File: config.mk
export PLATFORM = sky130hd
export DESIGN_NAME = dmem_lsu_flat
export DESIGN_NICKNAME = d
export VERILOG_FILES = /design/src/rtl/dmem_lsu_if.sv /design/src/rtl/dmem_lsu.sv /design/src/flat_wrapper.sv
export SDC_FILE = /design/constraint.sdc
export NUM_CORES = 1
export LEC_CHECK = 0
export CAP_MARGIN = 10
export CORE_MARGIN = 2
export CORE_UTILIZATION = 41
export DETAILED_ROUTE_END_ITERATION = 12
export PLACE_DENSITY = 0.77
export SLEW_MARGIN = 20
export SYNTH_ARGS = -nofsm -noshare
export SYNTH_HDL_FRONTEND = slang
export SYNTH_SLANG_ARGS = --single-unit
File: constraint.sdc
create_clock -name clk -period 1.9 [get_ports clk]
set_input_delay 0.285 -clock clk [delete_from_list [all_inputs] [get_ports clk]]
set_output_delay 0.285 -clock clk [all_outputs]
set_load 0.01 [all_outputs]
File: src/rtl/dmem_lsu_if.sv
`default_nettype none
// ============================================================================
// Module   : dmem_lsu_if
// Brief    : Core request/response and data-memory signals of the load/store unit
// Revision : 1.0 - initial release
// ============================================================================
interface dmem_lsu_if;
    logic        req_valid;
    logic        req_ready;
    logic        req_we;
    logic [2:0]  req_funct3;
    logic [31:0] req_addr;
    logic [31:0] req_wdata;
    logic        resp_valid;
    logic        resp_ready;
    logic [31:0] resp_rdata;
    logic        resp_err;
    logic [31:0] mem_addr;
    logic [31:0] mem_wdata;
    logic [31:0] mem_rdata;
    logic        mem_we;

    // Core and memory side, as seen by the environment around the LSU
    modport master (
        output req_valid, req_we, req_funct3, req_addr, req_wdata, resp_ready, mem_rdata,
        input  req_ready, resp_valid, resp_rdata, resp_err, mem_addr, mem_wdata, mem_we
    );

    modport slave (
        input  req_valid, req_we, req_funct3, req_addr, req_wdata, resp_ready, mem_rdata,
        output req_ready, resp_valid, resp_rdata, resp_err, mem_addr, mem_wdata, mem_we
    );
endinterface
`default_nettype wire

File: src/rtl/dmem_lsu.sv
`default_nettype none
// ============================================================================
// Module   : dmem_lsu
// Brief    : Single-outstanding load/store unit with sub-word RMW stores
// Revision : 1.0 - initial release
// ============================================================================
module dmem_lsu #(
    parameter int unsigned MEM_BYTES = 32
) (
    input  wire logic   clk,
    input  wire logic   rst_n,
    dmem_lsu_if.slave   bus
);
    localparam logic [1:0]  c_idle  = 2'd0;
    localparam logic [1:0]  c_read  = 2'd1;
    localparam logic [1:0]  c_write = 2'd2;
    localparam logic [1:0]  c_resp  = 2'd3;
    localparam logic [31:0] c_limit = 32'(MEM_BYTES);

    logic [1:0]  r_state, w_next_state;
    logic        r_we;
    logic [2:0]  r_funct3;
    logic [1:0]  r_lane;
    logic [15:0] r_wdata;
    logic [31:0] r_resp_rdata, r_mem_addr, r_mem_wdata;
    logic        r_resp_err;

    logic        w_illegal, w_misalign, w_oor, w_err, w_is_sw, w_accept;
    logic [4:0]  w_shift;
    logic [7:0]  w_byte;
    logic [15:0] w_half;
    logic [31:0] w_load, w_mask, w_ins, w_merged;

    always_comb begin
        w_illegal  = bus.req_we ? (bus.req_funct3 > 3'd2)
                                : (bus.req_funct3[1:0] == 2'b11 || bus.req_funct3 == 3'b110);
        w_misalign = (bus.req_funct3[1:0] == 2'b01 && bus.req_addr[0]) ||
                     (bus.req_funct3[1:0] == 2'b10 && bus.req_addr[1:0] != 2'b00);
        w_oor      = bus.req_addr >= c_limit;
        w_err      = w_illegal || w_misalign || w_oor;
        w_is_sw    = bus.req_we && bus.req_funct3 == 3'b010;
        w_accept   = r_state == c_idle && bus.req_valid;
    end

    // Lane extraction for loads and lane merge for sub-word stores
    always_comb begin
        w_shift = {r_lane, 3'b000};
        w_byte  = bus.mem_rdata[w_shift +: 8];
        w_half  = r_lane[1] ? bus.mem_rdata[31:16] : bus.mem_rdata[15:0];
        case (r_funct3)
            3'b000:  w_load = {{24{w_byte[7]}}, w_byte};
            3'b100:  w_load = {24'h0, w_byte};
            3'b001:  w_load = {{16{w_half[15]}}, w_half};
            3'b101:  w_load = {16'h0, w_half};
            default: w_load = bus.mem_rdata;
        endcase
        w_mask   = (r_funct3[0] ? 32'h0000_FFFF : 32'h0000_00FF) << w_shift;
        w_ins    = {16'h0, r_wdata} << w_shift;
        w_merged = (bus.mem_rdata & ~w_mask) | (w_ins & w_mask);
    end

    always_ff @(posedge clk or negedge rst_n) begin
        if (!rst_n) r_state <= c_idle;
        else        r_state <= w_next_state;
    end

    always_comb begin
        w_next_state = r_state;
        case (r_state)
            c_idle: begin
                if (bus.req_valid) begin
                    if (w_err)        w_next_state = c_resp;
                    else if (w_is_sw) w_next_state = c_write;
                    else              w_next_state = c_read;
                end
            end
            c_read:  w_next_state = r_we ? c_write : c_resp;
            c_write: w_next_state = c_resp;
            c_resp:  if (bus.resp_ready) w_next_state = c_idle;
            default: w_next_state = c_idle;
        endcase
    end

    always_comb begin
        bus.req_ready  = r_state == c_idle;
        bus.resp_valid = r_state == c_resp;
        bus.mem_we     = r_state == c_write;
        bus.resp_rdata = r_resp_rdata;
        bus.resp_err   = r_resp_err;
        bus.mem_addr   = r_mem_addr;
        bus.mem_wdata  = r_mem_wdata;
    end

    // Request fields are captured once at acceptance; later req_* changes are ignored
    always_ff @(posedge clk or negedge rst_n) begin
        if (!rst_n) begin
            r_we         <= 1'b0;
            r_funct3     <= 3'b000;
            r_lane       <= 2'b00;
            r_wdata      <= 16'h0;
            r_resp_rdata <= 32'h0;
            r_resp_err   <= 1'b0;
            r_mem_addr   <= 32'h0;
            r_mem_wdata  <= 32'h0;
        end else begin
            if (w_accept) begin
                r_we         <= bus.req_we;
                r_funct3     <= bus.req_funct3;
                r_lane       <= bus.req_addr[1:0];
                r_wdata      <= bus.req_wdata[15:0];
                r_resp_rdata <= 32'h0;
                r_resp_err   <= w_err;
                if (!w_err)            r_mem_addr  <= {bus.req_addr[31:2], 2'b00};
                if (!w_err && w_is_sw) r_mem_wdata <= bus.req_wdata;
            end
            if (r_state == c_read) begin
                if (r_we) r_mem_wdata  <= w_merged;
                else      r_resp_rdata <= w_load;
            end
            if (r_state == c_resp && bus.resp_ready) r_resp_err <= 1'b0;
        end
    end
endmodule
`default_nettype wire

File: src/flat_wrapper.sv
// flat-port wrapper written by rule: the top's interface ports become plain ports
module dmem_lsu_flat 
#(
    parameter int unsigned MEM_BYTES = 32
)
  (clk, rst_n, bus_req_valid, bus_req_we, bus_req_funct3, bus_req_addr, bus_req_wdata, bus_resp_ready, bus_mem_rdata, bus_req_ready, bus_resp_valid, bus_resp_rdata, bus_resp_err, bus_mem_addr, bus_mem_wdata, bus_mem_we);
  dmem_lsu_if bus_i ();
  input  wire logic clk;
  input  wire logic rst_n;
  input wire logic [$bits(bus_i.req_valid)-1:0] bus_req_valid;
  input wire logic [$bits(bus_i.req_we)-1:0] bus_req_we;
  input wire logic [$bits(bus_i.req_funct3)-1:0] bus_req_funct3;
  input wire logic [$bits(bus_i.req_addr)-1:0] bus_req_addr;
  input wire logic [$bits(bus_i.req_wdata)-1:0] bus_req_wdata;
  input wire logic [$bits(bus_i.resp_ready)-1:0] bus_resp_ready;
  input wire logic [$bits(bus_i.mem_rdata)-1:0] bus_mem_rdata;
  output wire logic [$bits(bus_i.req_ready)-1:0] bus_req_ready;
  output wire logic [$bits(bus_i.resp_valid)-1:0] bus_resp_valid;
  output wire logic [$bits(bus_i.resp_rdata)-1:0] bus_resp_rdata;
  output wire logic [$bits(bus_i.resp_err)-1:0] bus_resp_err;
  output wire logic [$bits(bus_i.mem_addr)-1:0] bus_mem_addr;
  output wire logic [$bits(bus_i.mem_wdata)-1:0] bus_mem_wdata;
  output wire logic [$bits(bus_i.mem_we)-1:0] bus_mem_we;
  assign bus_i.req_valid = bus_req_valid;
  assign bus_i.req_we = bus_req_we;
  assign bus_i.req_funct3 = bus_req_funct3;
  assign bus_i.req_addr = bus_req_addr;
  assign bus_i.req_wdata = bus_req_wdata;
  assign bus_i.resp_ready = bus_resp_ready;
  assign bus_i.mem_rdata = bus_mem_rdata;
  assign bus_req_ready = bus_i.req_ready;
  assign bus_resp_valid = bus_i.resp_valid;
  assign bus_resp_rdata = bus_i.resp_rdata;
  assign bus_resp_err = bus_i.resp_err;
  assign bus_mem_addr = bus_i.mem_addr;
  assign bus_mem_wdata = bus_i.mem_wdata;
  assign bus_mem_we = bus_i.mem_we;
  dmem_lsu #(.MEM_BYTES(MEM_BYTES)) u_core (.clk(clk), .rst_n(rst_n), .bus(bus_i));
endmodule
==> key figures, run 1 <==
GRT
  – Largest net degree at the start of global routing: 56
  – First-pass GRT wire length: 30,000 um
  – GRT overflow: 0
  – Initial antenna violation count: 0
  – Number of global-route vias before repair: 5,587
  – Tot GR Track Use: 0.265

Setup path
  – CP startpoint kind: register
  – Cell mode on critical path: inv_2
  – Worst path max stage delay: 0.42 ns
  – Crit path cell chain: inv_2 -> ha_4 -> inv_2 -> nor2_4 -> and4bb_4 -> a21oi_4 -> clkbuf_16 -> a221o_1
  – Crit path arrival time: 2.19 ns
  – Critical path capture point type: register
  – Worst Path Required: 2.20 ns
  – Type of the worst setup path: reg2reg
  – CP Max Fanout: 8
  – Slowest CP cell: dfrtp_1

Placement
  – Buffers added on ports: 201
  – DP Wirelength: 14,700 um
  – Final GP Congestion: 0.923
  – Cells after DPL: 952

Logic synthesis
  – Xor-xnor portion of the synthesized cell area: 0
  – Post-synth cell types: 44
  – Netlist Area Pre-Place: 0.00568 mm2
  – Number of synthesized register bits: 119
  – Post-Synth Simple-Gate Area: 0.135
  – Average size of a mapped cell: 10.0 um2
  – Gate count after technology mapping: 567
  – Largest family of logic cells by synthesized area: compound AO/OA/AOI/OAI gates
  – Proportion of synthesized area in mux cells: 0.0357
  – Seq/Total Area, Yosys: 0.524
  – Number of flops mapped to enable cells by yosys: 0
  – Synth Area in Compound Gates: 0.239
  – Synth Warn #: 0
  – Asr flop ratio synth: 1.00
  – Synth Flop Type: dfrtp_1
  – Synth Area in Adders: 0.00881

STA
  – Worst-Margin Slew: 0.715 ns
  – Fmax: 528 MHz
  – Setup TNS: 0 ns
  – Period utilisation layout: 0.996
  – Worst slew margin: 0.523
  – Fin. max-slew vios: 0
  – Hold WS: 0.276 ns
  – Fin Clk Skew: 0.00994 ns
  – Hold Vio Cnt, Final: 0
  – Final setup vio count: 0
  – Minimum clock period: 1.89 ns

Clock tree
  – CTS tree: yes
  – H-tree Lvls: 4
  – Clk root buf: clkbuf_16
  – Total CTS buffers: 17
  – Clock Latency Late Sink: 0.42 ns
  – Clock Sinks: 119
  – CTS max path bufs: 2
  – Worst-path clk slew: 0.06 ns

Layout
  – Share of cells above drive strength 1: 0.149
  – Final Net Count: 908
  – Post-layout util: 0.651
  – Fill cells: 1,121
  – P&R area growth vs syn: 57.2%
  – Sequential Area: 0.00298 mm2
  – Finished Layout Cells: 993
  – Area of the multi-input gates: 0.00245 mm2
  – Number of diodes: 0

Pwr
  – Sw Ratio: 0.366
  – Power Density: 1540 mW/mm2
  – Total power draw: 13.8 mW
  – P_int: 8.75 mW
  – Max rail drop VDD: 0.839 mV
  – Clock network fraction of design power: 0.234
  – Reg power frac: 0.304
  – Leakage Power: 4.04 nW
  – Psw: 5.05 mW
  – Comb power frac: 0.463

Run
  – Max_cap viols: 0

Drt
  – First DRT Iteration DRCs: 403
  – Routed len/inst: 20.1 um
  – Drt via density: 5.62
  – DRT antenna net count: 0
  – Pre-antenna DRT Iters: 5
  – WL final: 19,900 um
  – Vias: 5,576
  – Drt drc: 0

Floorplanning
  – Core Area: 0.0137 mm2
  – Io pins: 204
  – Initial Util: 0.414
  – FP Rows: 43
  – Die Area: 0.0148 mm2
  – Die height: 122 um
  – Die W: 122 um

Outcome
  – Status: completed

Min path
  – Worst hold path type: in2reg
flip-flops by register name (all words and copies together) (netlist names):
name,count
u_core.bus.mem_wdata,32
u_core.bus.resp_rdata,32
u_core.bus.mem_addr,30
u_core.r_wdata,16
u_core.r_funct3,3
u_core.r_lane,2
u_core.r_state,2
u_core.bus.resp_err,1
u_core.r_we,1
timing repair:
action | CTS | global route
gates cloned | 0 | 3
pin swaps | 0 | 33
buffers inserted | 0 | 5
setup endpoints to repair | 67 | 66
hold buffers | 1 | 0
hold endpoints to repair | 19 | 0
resized for setup | 6 | 23
cell usage after synthesis, types with 4 or more instances:
cell type | count | share of area
o21ai_0 | 40 | 0.035
a21o_1 | 8 | 0.011
o22ai_1 | 16 | 0.018
a221o_1 | 39 | 0.069
nand2_1 | 75 | 0.050
clkbuf_1 | 26 | 0.017
nor2b_1 | 37 | 0.041
a221oi_1 | 9 | 0.014
inv_1 | 24 | 0.016
nor4_1 | 6 | 0.0066
o221ai_1 | 7 | 0.011
a21oi_1 | 58 | 0.051
buf_6 | 6 | 0.012
ha_1 | 4 | 0.0088
buf_2 | 6 | 0.0053
dfrtp_1 | 119 | 0.52
nand2b_1 | 5 | 0.0055
nor2_1 | 26 | 0.017
a211oi_1 | 8 | 0.011
mux2_2 | 14 | 0.028
cell type report:
cell class                      instances  area share
Clock buffer                           21      0.0527
Clock inverter                         11      0.0137
Inverter                               25      0.0105
Multi-Input combinational cell        381       0.274
Sequential cell                       119       0.333
Tap cell                              180      0.0252
Timing Repair Buffer                  256       0.290
cell usage in the layout, fill, tap and decap left out, drive strengths merged, types with 6 or more instances in the layout:
master / instances
a21o: 8
clkdlybuf4s50: 185
o22ai: 16
dfrtp: 119
a221oi: 9
clkbuf: 23
dlymetal6s2s: 13
o21ai: 43
nor2b: 37
a221o: 39
o221ai: 7
inv: 25
nand2: 75
a211oi: 8
mux2: 14
nor4: 6
a21oi: 60
nor2: 26
buf: 53
path summary, 6_finish.rpt:
| kind | startpoint | end | slack [ns] | depth (start not counted) |
|---|---|---|---|---|
| max | u_core.r_state[0] | u_core.bus.mem_wdata[19] | 0.007 | 8 |
| min | bus_req_addr[1] | u_core.r_lane[1] | 0.28 | 4 |
| max reg2reg | u_core.r_state[0] | u_core.bus.mem_wdata[19] | 0.007 | 8 |
| min reg2reg | u_core.bus.resp_rdata[11] | u_core.bus.resp_rdata[11] | 0.48 | 1 |
| max in group asynchronous | rst_n | u_core.bus.mem_wdata[11] | 1.02 | 3 |
| min in group asynchronous | rst_n | u_core.bus.mem_addr[27] | 0.30 | 2 |
cells by family after synthesis:
logic type | count (synthesis)
flip-flops | 119
adder cells (fa/ha/maj) | 4
other | 1
buffers and inverters | 68
AND/OR/NAND/NOR | 161
AO/OA/AOI/OAI | 198
multiplexers | 16
power groups by stage:
stage	Clock, mW	Combinational (mW)	Sequential, mW
2_1_floorplan	0	3.07	4.26
3_3_place_gp	0	5.90	4.15
3_5_place_dp	0	6.08	4.17
4_1_cts	3.25	6.09	4.17
5_1_grt	3.39	6.90	4.28
6_report	3.22	6.39	4.19
critical path: cells and delay by family, from the launching register on:
family                   cells  cell delay, ns
AO/OA/AOI/OAI                2            0.44
flip-flops                   1            0.42
AND/OR/NAND/NOR              2            0.39
buffers and inverters        3            0.36
adder cells (fa/ha/maj)      1            0.15
routing by layer:
metal  part of all wire  vias to the layer above  global-route usage  wire length [um]
met5                  0                        -                   0                 0
met4              0.021                        0              0.0955               415
met3              0.072                       32              0.0646              1440
met2               0.50                      257               0.435              9980
met1               0.41                     2766               0.343              8080
li1                   -                     2521                   -                 -
through the flow:
| step | setup slack (ns) | instance area, um2 |
|---|---|---|
| global route | -0.0151 | 8930 |
| detailed placement | -0.432 | 8140 |
| floorplan | 0.0344 | 5690 |
| finish | 0.00740 | 8930 |
| global placement | -0.399 | 8140 |
| CTS | 0.00505 | 8750 |
(Power assumes the default switching activity.)
==> inputs of run 2 (changes only) <==
--- a/config.mk
+++ b/config.mk
@@ -7,10 +7,11 @@
 export LEC_CHECK = 0
 export CAP_MARGIN = 10
 export CORE_MARGIN = 2
-export CORE_UTILIZATION = 41
+export CORE_UTILIZATION = 50
+export CTS_BUF_LIST = sky130_fd_sc_hd__clkbuf_4 sky130_fd_sc_hd__clkbuf_8
 export DETAILED_ROUTE_END_ITERATION = 12
-export PLACE_DENSITY = 0.77
-export SLEW_MARGIN = 20
+export PLACE_DENSITY = 0.88
+export SLEW_MARGIN = 30
 export SYNTH_ARGS = -nofsm -noshare
 export SYNTH_HDL_FRONTEND = slang
 export SYNTH_SLANG_ARGS = --single-unit
==> constraint.sdc (replaced) <==
create_clock -name clk -period 2.28 [get_ports clk]
set_input_delay 0.342 -clock clk [delete_from_list [all_inputs] [get_ports clk]]
set_output_delay 0.342 -clock clk [all_outputs]
set_load 0.01 [all_outputs]
==> run 2 against run 1 <==
Net effect: sequential power decreased by 17%; first-iteration DRC count up 14%; routed wire length is 4.5% lower; combinational power fell by 23%; sequential share of layout area grew 2.0 points; via count fell by 2.2%; register-to-register slack improved by 0.26 ns; clock power decreased by 25%; global-route usage increased by 4.5 points; clock skew barely moved; largest power group unchanged.
==> key figures, run 2 (synthesized netlist as in run 1, its figures left out) <==
STA
  – Period utilisation layout: 0.954
  – Fin. max-slew vios: 0 (unchanged)
  – Worst slew margin: 0.533 (was 0.523)
  – Final setup vio count: 0 (unchanged)
  – Post-route setup slack: 0.104 ns (was 0.00740 ns)
  – RSZ-0062 raised after global routing: no
  – Minimum clock period: 2.18 ns
  – Fmax: 460 MHz
  – Fin Clk Skew: 0.00973 ns (was 0.00994 ns)
  – Worst-Margin Slew: 0.700 ns (was 0.715 ns)
  – Hold Vio Cnt, Final: 0 (unchanged)

GRT
  – GRT overflow: 0 (unchanged)
  – Largest net degree at the start of global routing: 58 (was 56)
  – Number of global-route vias before repair: 5,540 (was 5,587)
  – First-pass GRT wire length: 29,900 um (was 30,000 um)
  – Tot GR Track Use: 0.310 (was 0.265)
  – Initial antenna violation count: 0 (unchanged)

Floorplanning
  – Initial Util: 0.517 (was 0.414)
  – Die height: 111 um (was 122 um)
  – Core Area: 0.0110 mm2 (was 0.0137 mm2)
  – Die Area: 0.0122 mm2 (was 0.0148 mm2)
  – FP Rows: 38 (was 43)
  – Die W: 111 um (was 122 um)
  – Io pins: 204 (unchanged)

Clock tree
  – Post-CTS Setup Repair Bufs: 0 (unchanged)
  – Clock Latency Late Sink: 0.45 ns (was 0.42 ns)
  – Clk root buf: clkbuf_8 (was clkbuf_16)
  – H-tree Lvls: 4 (unchanged)
  – Post-cts hold buffer count: 1 (unchanged)
  – Clock Sinks: 119 (unchanged)
  – CTS max path bufs: 2 (unchanged)
  – Cts repair resizes: 0 (was 6)
  – Total CTS buffers: 17 (unchanged)
  – Worst-path clk slew: 0.07 ns (was 0.06 ns)
  – CTS tree: yes (unchanged)

Placement
  – Final GP Congestion: 0.939 (was 0.923)
  – DP Wirelength: 14,100 um (was 14,700 um)
  – Placed Area: 0.00792 mm2 (was 0.00814 mm2)
  – Pre-CTS WS: -0.102 ns (was -0.432 ns)
  – Buffers added on ports: 201 (unchanged)

Setup path
  – Critical path launch point: u_core.r_state[0] (unchanged)
  – Slowest CP cell: clkdlybuf4s50_1 (was dfrtp_1)
  – Worst R2R Start: u_core.r_state[0] (unchanged)
  – CP Capture Point: bus_req_ready (was u_core.bus.mem_wdata[19])
  – Crit path arrival time: 1.83 ns (was 2.19 ns)
  – Critical R2R Capture: u_core.bus.mem_wdata[14] (was u_core.bus.mem_wdata[19])
  – Worst Path Required: 1.94 ns (was 2.20 ns)
  – Worst Reg-to-Reg Cells: 8 (unchanged)
  – Crit path cell chain: inv_1 -> ha_1 -> buf_4 -> clkdlybuf4s50_1 (was inv_2 -> ha_4 -> inv_2 -> nor2_4 -> and4bb_4 -> a21oi_4 -> clkbuf_16 -> a221o_1)
  – Type of the worst setup path: reg2out (was reg2reg)
  – Critical path capture point type: output pin (was register)
  – CP Max Fanout: 6 (was 8)
  – Worst path max stage delay: 0.55 ns (was 0.42 ns)
  – R2r setup slk: 0.27 ns (was 0.007 ns)
  – CP startpoint kind: register (unchanged)

Outcome
  – Status: completed (unchanged)

Layout
  – Finished Cell Area: 0.00843 mm2 (was 0.00893 mm2)
  – Fill cells: 745 (was 1,121)
  – Final Net Count: 885 (was 908)
  – P&R area growth vs syn: 48.4% (was 57.2%)
  – Most common cell after layout, fill and taps aside: clkdlybuf4s50_1 (unchanged)
  – Number of diodes: 0 (unchanged)
  – Share of cells above drive strength 1: 0.110 (was 0.149)
  – Most frequent cells in the layout: 200 x clkdlybuf4s50_1, 119 x dfrtp_1, 75 x nand2_1 (was 185 x clkdlybuf4s50_1, 119 x dfrtp_1, 75 x nand2_1)

Drt
  – DRT antenna net count: 0 (unchanged)
  – Drt drc: 0 (unchanged)
  – Vias: 5,454 (was 5,576)
  – Pre-antenna DRT Iters: 5 (unchanged)
  – First DRT Iteration DRCs: 461 (was 403)
  – WL final: 19,000 um (was 19,900 um)
  – Routed len/inst: 20.5 um (was 20.1 um)
  – Drt via density: 5.86 (was 5.62)

Pwr
  – Max rail drop VDD: 0.912 mV (was 0.839 mV)
  – Power Density: 1280 mW/mm2 (was 1540 mW/mm2)
  – Total power draw: 10.8 mW (was 13.8 mW)
  – Leakage Power: 3.74 nW (was 4.04 nW)

Min path
  – Worst hold path type: in2async (was in2reg)

Run
  – Max_cap viols: 0 (unchanged)
## run 2: cell types whose count changed in the layout (fill, tap and decap cells not counted), sizes merged
cell           delta
clkinv            -2
clkbuf            +1
inv               -1
dlygate4sd2       -2
clkinvlp          -4
bufinv            +4
dlymetal6s2s     -13
buf              -21
clkdlybuf4s50    +15
## run 2: worst max-delay path, delay by kind of cell, from the launching register on
family                   cells  cell delay (ns)
adder cells (fa/ha/maj)      1             0.18
buffers and inverters        3             0.80
flip-flops                   1             0.41
## run 2: report_power, final
part	total (mW)	internal, mW	switching (mW)
logic	4.94	2.44	2.50
registers	3.47	2.88	0.586
clock network	2.41	1.56	0.850
total	10.8	6.88	3.94
## run 2: per-stage QoR
| step | hold slack [ns] | std cells | TNS, ns | util |
|---|---|---|---|---|
| 6_report | 0.379 | 930 | 0 | 0.767 |
| 5_1_grt | 0.425 | 930 | 0 | 0.767 |
| 4_1_cts | 0.382 | 930 | 0 | 0.767 |
| 3_5_place_dp | 0.321 | 897 | -2.61 | 0.721 |
| 3_3_place_gp | 0.304 | 897 | -2.22 | 0.721 |
| 2_1_floorplan | 0.0464 | 568 | 0 | - |
## run 2: area by class of cell
type	instances	area, um2	share of cell area
sequential	119	2980	0.353
timing repair buffer	233	2290	0.272
inverter	25	93.8	0.0111
tap	140	175	0.0208
multi-input combinational	381	2390	0.284
clock inverter	8	190	0.0226
clock buffer	24	312	0.0370
## run 2: worst min-delay path by stage
stage | endpoint | depth (start not counted) | slack (ns)
floorplan | u_core.bus.mem_addr[10] | 0 | 0.05
detailed placement | u_core.bus.mem_addr[29] | 1 | 0.32
global placement | u_core.bus.mem_addr[20] | 1 | 0.30
CTS | u_core.bus.mem_addr[29] | 2 | 0.38
finish | u_core.bus.mem_addr[29] | 2 | 0.38
global route | u_core.bus.mem_addr[20] | 2 | 0.42
## run 2: layer usage
metal / vias to the layer above / routed length [um] / part of all wire / global-route usage
met5: - / 0 / 0 / 0
met2: 251 / 9550 / 0.50 / 0.513
met4: 0 / 539 / 0.028 / 0.123
met3: 48 / 1320 / 0.070 / 0.0785
li1: 2474 / - / - / -
met1: 2681 / 7620 / 0.40 / 0.393
